===== config.mk =====
export PLATFORM = sky130hd
export DESIGN_NAME = di_initiator_flat
export DESIGN_NICKNAME = d
export VERILOG_FILES = /design/src/rtl/di_initiator_if.sv /design/src/rtl/di_initiator.sv /design/src/flat_wrapper.sv
export SDC_FILE = /design/constraint.sdc
export NUM_CORES = 1
export LEC_CHECK = 0
export ABC_AREA = 1
export BUFFER_PORTS_ARGS = -buffer_cell sky130_fd_sc_hd__buf_2
export CAP_MARGIN = 20
export CORE_UTILIZATION = 35
export DETAILED_ROUTE_END_ITERATION = 10
export SLEW_MARGIN = 0
export SYNTH_ARGS = -nofsm -noshare
export SYNTH_HDL_FRONTEND = slang
export SYNTH_SLANG_ARGS = --single-unit

===== constraint.sdc =====
create_clock -name ifclk -period 2.97 [get_ports ifclk]
set_input_delay 0.594 -clock ifclk [delete_from_list [all_inputs] [get_ports ifclk]]
set_output_delay 0.594 -clock ifclk [all_outputs]
set_load 0.03 [all_outputs]

===== src/rtl/di_initiator_if.sv =====
// Command, stream and device-interface bus bundle for di_initiator.
// master = the initiator; slave = whoever drives commands and plays the responder.
interface di_initiator_if;
    logic        cmd_valid;
    logic        cmd_ready;
    logic        cmd_write;
    logic [15:0] cmd_term;
    logic [31:0] cmd_addr;
    logic [31:0] cmd_len;

    logic [15:0] wr_data;
    logic        wr_valid;
    logic        wr_ready;

    logic [15:0] rd_data;
    logic        rd_valid;
    logic        rd_ready;

    logic        busy;
    logic        done;
    logic [15:0] status;

    logic [15:0] di_term_addr;
    logic [31:0] di_reg_addr;
    logic [31:0] di_len;
    logic        di_read_mode;
    logic        di_read_req;
    logic        di_read;
    logic        di_write_mode;
    logic        di_write;
    logic [15:0] di_reg_datai;
    logic [15:0] di_reg_datao;
    logic        di_read_rdy;
    logic        di_write_rdy;
    logic [15:0] di_transfer_status;

    modport master (
        input  cmd_valid, cmd_write, cmd_term, cmd_addr, cmd_len,
        input  wr_data, wr_valid, rd_ready,
        input  di_reg_datao, di_read_rdy, di_write_rdy, di_transfer_status,
        output cmd_ready, wr_ready, rd_data, rd_valid, busy, done, status,
        output di_term_addr, di_reg_addr, di_len,
        output di_read_mode, di_read_req, di_read, di_write_mode, di_write,
        output di_reg_datai
    );

    modport slave (
        output cmd_valid, cmd_write, cmd_term, cmd_addr, cmd_len,
        output wr_data, wr_valid, rd_ready,
        output di_reg_datao, di_read_rdy, di_write_rdy, di_transfer_status,
        input  cmd_ready, wr_ready, rd_data, rd_valid, busy, done, status,
        input  di_term_addr, di_reg_addr, di_len,
        input  di_read_mode, di_read_req, di_read, di_write_mode, di_write,
        input  di_reg_datai
    );
endinterface


===== src/rtl/di_initiator.sv =====
// Device-interface bus master: runs one terminal transfer per command,
// buffers read words in a 2-entry FIFO and reports the responder status.
module di_initiator #(
    parameter int unsigned TIMEOUT_CYCLES = 65535,
    parameter int unsigned MODE_GAP       = 1
) (
    input logic ifclk,
    input logic resetb,
    di_initiator_if.master bus
);
    localparam int TW = $clog2(TIMEOUT_CYCLES + 1);
    localparam int GW = (MODE_GAP > 1) ? $clog2(MODE_GAP) : 1;
    localparam logic [TW-1:0] TMO_LAST = TW'(TIMEOUT_CYCLES - 1);
    localparam logic [GW-1:0] GAP_LAST = GW'(MODE_GAP - 1);

    typedef enum logic [1:0] {
        IDLE   = 2'd0,
        SETUP  = 2'd1,
        XFER   = 2'd2,
        STATUS = 2'd3
    } state_t;

    state_t      state, state_nx;
    logic        dir;
    logic [31:0] remaining;
    logic [GW-1:0] gap_cnt;
    logic [TW-1:0] tmo_cnt;
    logic        abort;
    logic        done_q;
    logic [15:0] status_q;
    logic [15:0] term_q;
    logic [31:0] addr_q;
    logic [31:0] len_q;

    logic [1:0][15:0] fifo_mem;
    logic        fifo_head;
    logic [1:0]  fifo_cnt;

    logic        in_xfer;
    logic        wr_go;
    logic        rd_req;
    logic        rd_go;
    logic        strobe;
    logic        last_word;
    logic        tmo_hit;
    logic        accept;
    logic        push;
    logic        pop;
    logic [31:0] words_in;

    // Round bytes up to 16-bit words without needing a 33-bit adder.
    assign words_in  = {1'b0, bus.cmd_len[31:1]} + {31'd0, bus.cmd_len[0]};

    assign in_xfer   = (state == XFER);
    assign wr_go     = in_xfer & dir & bus.wr_valid & bus.di_write_rdy;
    assign rd_req    = in_xfer & ~dir & (fifo_cnt < 2'd2) & (remaining != 32'd0);
    assign rd_go     = rd_req & bus.di_read_rdy;
    assign strobe    = wr_go | rd_go;
    assign last_word = strobe & (remaining == 32'd1);
    assign tmo_hit   = in_xfer & ~strobe & (tmo_cnt == TMO_LAST);

    // A read must not start while an earlier read's words are still queued.
    assign bus.cmd_ready = (state == IDLE) & (bus.cmd_write | (fifo_cnt == 2'd0));
    assign accept        = bus.cmd_valid & bus.cmd_ready;

    assign bus.busy          = (state != IDLE);
    assign bus.done          = done_q;
    assign bus.status        = status_q;
    assign bus.di_term_addr  = term_q;
    assign bus.di_reg_addr   = addr_q;
    assign bus.di_len        = len_q;
    assign bus.di_write_mode = (state != IDLE) & dir;
    assign bus.di_read_mode  = (state != IDLE) & ~dir;
    assign bus.di_write      = wr_go;
    assign bus.wr_ready      = wr_go;
    assign bus.di_read_req   = rd_req;
    assign bus.di_read       = rd_go;
    assign bus.di_reg_datai  = (in_xfer & dir) ? bus.wr_data : 16'h0000;

    assign push         = rd_go;
    assign pop          = bus.rd_valid & bus.rd_ready;
    assign bus.rd_valid = (fifo_cnt != 2'd0);
    assign bus.rd_data  = fifo_mem[fifo_head];

    always_comb begin
        state_nx = state;
        case (state)
            IDLE:    if (accept) state_nx = SETUP;
            SETUP:   if (gap_cnt == GAP_LAST) state_nx = (remaining == 32'd0) ? STATUS : XFER;
            XFER:    if (last_word || tmo_hit) state_nx = STATUS;
            STATUS:  state_nx = IDLE;
            default: state_nx = IDLE;
        endcase
    end

    always_ff @(posedge ifclk or negedge resetb) begin
        if (!resetb) begin
            state     <= IDLE;
            dir       <= 1'b0;
            remaining <= 32'd0;
            gap_cnt   <= '0;
            tmo_cnt   <= '0;
            abort     <= 1'b0;
            done_q    <= 1'b0;
            status_q  <= 16'h0000;
            term_q    <= 16'h0000;
            addr_q    <= 32'd0;
            len_q     <= 32'd0;
        end else begin
            state  <= state_nx;
            done_q <= (state == STATUS);
            if (accept) begin
                dir       <= bus.cmd_write;
                term_q    <= bus.cmd_term;
                addr_q    <= bus.cmd_addr;
                len_q     <= bus.cmd_len;
                remaining <= words_in;
                gap_cnt   <= '0;
                tmo_cnt   <= '0;
                abort     <= 1'b0;
            end
            if (state == SETUP) gap_cnt <= gap_cnt + GW'(1);
            if (in_xfer) begin
                if (strobe) begin
                    remaining <= remaining - 32'd1;
                    tmo_cnt   <= '0;
                end else begin
                    tmo_cnt <= tmo_cnt + TW'(1);
                end
                if (tmo_hit) abort <= 1'b1;
            end
            if (state == STATUS) status_q <= abort ? 16'hFFFE : bus.di_transfer_status;
        end
    end

    // Push lands behind the head; at count 1 with a pop the new word becomes the head.
    always_ff @(posedge ifclk or negedge resetb) begin
        if (!resetb) begin
            fifo_mem  <= '0;
            fifo_head <= 1'b0;
            fifo_cnt  <= 2'd0;
        end else begin
            if (push) fifo_mem[fifo_head ^ fifo_cnt[0]] <= bus.di_reg_datao;
            if (pop)  fifo_head <= ~fifo_head;
            fifo_cnt <= fifo_cnt + {1'b0, push} - {1'b0, pop};
        end
    end
endmodule


===== src/flat_wrapper.sv =====
// flat-port wrapper written by rule: the top's interface ports become plain ports
module di_initiator_flat 
#(
    parameter int unsigned TIMEOUT_CYCLES = 65535,
    parameter int unsigned MODE_GAP       = 1
)
  (ifclk, resetb, bus_cmd_valid, bus_cmd_write, bus_cmd_term, bus_cmd_addr, bus_cmd_len, bus_wr_data, bus_wr_valid, bus_rd_ready, bus_di_reg_datao, bus_di_read_rdy, bus_di_write_rdy, bus_di_transfer_status, bus_cmd_ready, bus_wr_ready, bus_rd_data, bus_rd_valid, bus_busy, bus_done, bus_status, bus_di_term_addr, bus_di_reg_addr, bus_di_len, bus_di_read_mode, bus_di_read_req, bus_di_read, bus_di_write_mode, bus_di_write, bus_di_reg_datai);
  di_initiator_if bus_i ();
  input logic ifclk;
  input logic resetb;
  input wire logic [$bits(bus_i.cmd_valid)-1:0] bus_cmd_valid;
  input wire logic [$bits(bus_i.cmd_write)-1:0] bus_cmd_write;
  input wire logic [$bits(bus_i.cmd_term)-1:0] bus_cmd_term;
  input wire logic [$bits(bus_i.cmd_addr)-1:0] bus_cmd_addr;
  input wire logic [$bits(bus_i.cmd_len)-1:0] bus_cmd_len;
  input wire logic [$bits(bus_i.wr_data)-1:0] bus_wr_data;
  input wire logic [$bits(bus_i.wr_valid)-1:0] bus_wr_valid;
  input wire logic [$bits(bus_i.rd_ready)-1:0] bus_rd_ready;
  input wire logic [$bits(bus_i.di_reg_datao)-1:0] bus_di_reg_datao;
  input wire logic [$bits(bus_i.di_read_rdy)-1:0] bus_di_read_rdy;
  input wire logic [$bits(bus_i.di_write_rdy)-1:0] bus_di_write_rdy;
  input wire logic [$bits(bus_i.di_transfer_status)-1:0] bus_di_transfer_status;
  output wire logic [$bits(bus_i.cmd_ready)-1:0] bus_cmd_ready;
  output wire logic [$bits(bus_i.wr_ready)-1:0] bus_wr_ready;
  output wire logic [$bits(bus_i.rd_data)-1:0] bus_rd_data;
  output wire logic [$bits(bus_i.rd_valid)-1:0] bus_rd_valid;
  output wire logic [$bits(bus_i.busy)-1:0] bus_busy;
  output wire logic [$bits(bus_i.done)-1:0] bus_done;
  output wire logic [$bits(bus_i.status)-1:0] bus_status;
  output wire logic [$bits(bus_i.di_term_addr)-1:0] bus_di_term_addr;
  output wire logic [$bits(bus_i.di_reg_addr)-1:0] bus_di_reg_addr;
  output wire logic [$bits(bus_i.di_len)-1:0] bus_di_len;
  output wire logic [$bits(bus_i.di_read_mode)-1:0] bus_di_read_mode;
  output wire logic [$bits(bus_i.di_read_req)-1:0] bus_di_read_req;
  output wire logic [$bits(bus_i.di_read)-1:0] bus_di_read;
  output wire logic [$bits(bus_i.di_write_mode)-1:0] bus_di_write_mode;
  output wire logic [$bits(bus_i.di_write)-1:0] bus_di_write;
  output wire logic [$bits(bus_i.di_reg_datai)-1:0] bus_di_reg_datai;
  assign bus_i.cmd_valid = bus_cmd_valid;
  assign bus_i.cmd_write = bus_cmd_write;
  assign bus_i.cmd_term = bus_cmd_term;
  assign bus_i.cmd_addr = bus_cmd_addr;
  assign bus_i.cmd_len = bus_cmd_len;
  assign bus_i.wr_data = bus_wr_data;
  assign bus_i.wr_valid = bus_wr_valid;
  assign bus_i.rd_ready = bus_rd_ready;
  assign bus_i.di_reg_datao = bus_di_reg_datao;
  assign bus_i.di_read_rdy = bus_di_read_rdy;
  assign bus_i.di_write_rdy = bus_di_write_rdy;
  assign bus_i.di_transfer_status = bus_di_transfer_status;
  assign bus_cmd_ready = bus_i.cmd_ready;
  assign bus_wr_ready = bus_i.wr_ready;
  assign bus_rd_data = bus_i.rd_data;
  assign bus_rd_valid = bus_i.rd_valid;
  assign bus_busy = bus_i.busy;
  assign bus_done = bus_i.done;
  assign bus_status = bus_i.status;
  assign bus_di_term_addr = bus_i.di_term_addr;
  assign bus_di_reg_addr = bus_i.di_reg_addr;
  assign bus_di_len = bus_i.di_len;
  assign bus_di_read_mode = bus_i.di_read_mode;
  assign bus_di_read_req = bus_i.di_read_req;
  assign bus_di_read = bus_i.di_read;
  assign bus_di_write_mode = bus_i.di_write_mode;
  assign bus_di_write = bus_i.di_write;
  assign bus_di_reg_datai = bus_i.di_reg_datai;
  di_initiator #(.TIMEOUT_CYCLES(TIMEOUT_CYCLES), .MODE_GAP(MODE_GAP)) u_core (.ifclk(ifclk), .resetb(resetb), .bus(bus_i));
endmodule

==> impl_metrics.json <==
{
  "diodes": 0,
  "ant_nets": 0,
  "grt_util_all_layers_pct": 18.9,
  "cap_violations": 0,
  "route.detailed.drc": 0,
  "antenna_found_initial": 1,
  "clock.fmax_ghz": 0.364,
  "syn_area_um2": 9720,
  "dr.pass1.iters": 5,
  "tightest_slew_ns": 1.02,
  "synthCells": 1244,
  "maxSlewHeadroom_pct": 32.0,
  "synth_fp_nets": 1393,
  "final_core_util_pct": 44.4,
  "cts_tree": "yes",
  "avgViaCountPerCell": 4.71,
  "rsz0062_at_grt": "false",
  "wl_mm": 26.6,
  "root_buffer": "clkbuf_16",
  "hold_class": "in2async",
  "hold_buffers": 0,
  "yosysWarnings": 0,
  "synthArstFlopShare_pct": 100,
  "place.gp.congestion": 0.842,
  "htreeDepth": 4,
  "synth.distinct_cells": 50,
  "cts_inserted_buffers": 17,
  "initial_core_util_pct": 35.9,
  "clkLatencyLatePin_ns": 0.43,
  "clock-sinks": 185,
  "drt_iter0_drc": 546,
  "end_kind": "output pin",
  "avgSynthCellArea_um2": 7.82,
  "min_period_over_period_pct": 92.5,
  "final.min_clock_period_ns": 2.75,
  "synth-edff-count": 0,
  "final_common_cell": "nand2_1",
  "grt_overflow_total": 0,
  "slew_viol_final": 0,
  "cts_resized": 0,
  "die_h_um": 169,
  "syn_to_final_growth_pct": 23.6,
  "die_w_um": 169,
  "hold_viol": 0,
  "setup_violations": 0,
  "powerDensity_nw_per_um2": 1050,
  "timing.hold.ws_ns": 0.241,
  "dp_hpwl_mm": 19.5,
  "outcome": "completed",
  "leakage_nw": 6.28,
  "grt_pass1_wl_mm": 43.4,
  "grt_max_degree": 116,
  "nets": 1649,
  "ys.flop_type": "dfrtp_1",
  "required_ns": 2.38,
  "yosysSeqAreaShare_pct": 47.6,
  "mostFrequentLayoutCells": "430 x nand2_1, 272 x buf_2, 185 x dfrtp_1",
  "clkTransAtPathRegs_ns": 0.08,
  "drive_above_1_share_pct": 24.3,
  "num_vias": 8875,
  "rows": 60,
  "grt_pass1_vias": 8542,
  "cts_setup_buffers": 0,
  "cts_buffer_depth": 2,
  "vdd_ir_drop_max_mv": 0.455,
  "worstPathArrival_ns": 2.15,
  "ys_seq_elements": 185,
  "portBuffers": 273,
  "avgRoutedWirePerCell_um": 14.1,
  "startpoint_type": "flop",
  "path_max_fanout": 15,
  "skew_ns": 0.0157,
  "die-area_um2": 28500,
  "critPathKind": "reg2out",
  "core-area_um2": 27100,
  "tns_ns": 0,
  "io_pins": 274
}
[critical path, cell delays in order (launching register included)]
cell     delay (ns)
dfrtp_1        0.44
inv_1          0.11
ha_2           0.28
inv_2          0.11
nor3_2         0.18
nand3_4        0.23
inv_1          0.16
buf_2          0.21
[metal layers]
layer | wire, um | vias up | GRT usage, %
met2 | 12900 | 258 | 32.9
met3 | 1320 | 21 | 3.55
li1 | - | 4477 | -
met1 | 12000 | 4119 | 24.6
met5 | 0 | - | 0
met4 | 318 | 0 | 3.68
[sequential cells by signal, indices dropped and copies added, names as in the netlist]
name and flops:
u_core.dir 1, u_core.fifo_mem 32, u_core.bus.di_term_addr 16, u_core.gap_cnt 1, u_core.state 2, u_core.remaining 32
u_core.bus.di_len 32, u_core.bus.done 1, u_core.abort 1, u_core.tmo_cnt 16, u_core.fifo_cnt 2, u_core.bus.di_reg_addr 32
u_core.fifo_head 1, u_core.bus.status 16
[final timing paths]
check | start | endpoint | slack [ns] | cells past startpoint
worst max-delay path | u_core.state[0] | bus_di_read | 0.22 | 7
worst min-delay path | resetb | u_core.tmo_cnt[12] | 0.24 | 1
worst max register to register | u_core.remaining[22] | u_core.remaining[5] | 0.62 | 11
worst min register to register | u_core.bus.di_term_addr[1] | u_core.bus.di_term_addr[1] | 0.46 | 2
max in group asynchronous | resetb | u_core.bus.di_term_addr[1] | 1.97 | 2
min in group ifclk | bus_cmd_addr[10] | u_core.bus.di_reg_addr[10] | 0.35 | 3
[cells in the mapped netlist (9+ instances only)]
library cell    n  area [um2]
a21oi_1        14        70.1
buf_2          28         140
clkbuf_1       10        37.5
dfrtp_1       185        4630
ha_1           13         163
inv_1         123         462
inv_2          11        41.3
nand2_1       430        1610
nand3_1        43         215
nand4_1        19         119
nor2_1         91         342
nor3_1         19        95.1
o21ai_0       101         505
o21ai_1        12        60.1
o22a_1         15         131
o22ai_1         9        56.3
xnor2_1        10        87.6
xor2_1         29         254
[where the power goes]
| group | total, mW | switching, mW | internal [mW] |
|---|---|---|---|
| clock network | 2.31 | 1.11 | 1.20 |
| logic | 5.98 | 4.16 | 1.82 |
| registers | 4.34 | 0.726 | 3.62 |
| total | 12.6 | 6.00 | 6.64 |
[cells by family (layout without fill, tap and decap cells)]
logic type,after synthesis,in the layout,share of synthesized area [%]
buffers and inverters,185,454,8.03
XOR/XNOR,40,40,3.68
flip-flops,185,185,47.6
adder cells (fa/ha/maj),13,13,1.67
AO/OA/AOI/OAI,179,179,10.9
AND/OR/NAND/NOR,642,642,28.2
[cell type report]
| cell class | count | area [um2] |
|---|---|---|
| Timing Repair Buffer | 286 | 1510 |
| Clock buffer | 19 | 433 |
| Tap cell | 372 | 465 |
| Fill cell | 2820 | 15100 |
| Inverter | 136 | 515 |
| Clock inverter | 13 | 145 |
| Sequential cell | 185 | 4630 |
| Multi-Input combinational cell | 874 | 4320 |
[stage by stage]
step / worst slack, ns / cells / area (um2) / total power [mW]
detailed placement: 0.470 / 1853 / 11400 / 10.4
global placement: 0.533 / 1853 / 11400 / 10.3
CTS: 0.0727 / 1885 / 12000 / 12.8
global route: 0.0740 / 1885 / 12000 / 13.6
floorplan: 0.515 / 1244 / 9720 / 8.61
finish: 0.223 / 1885 / 12000 / 12.6
Note: power is estimated with default switching activity, not from simulation.
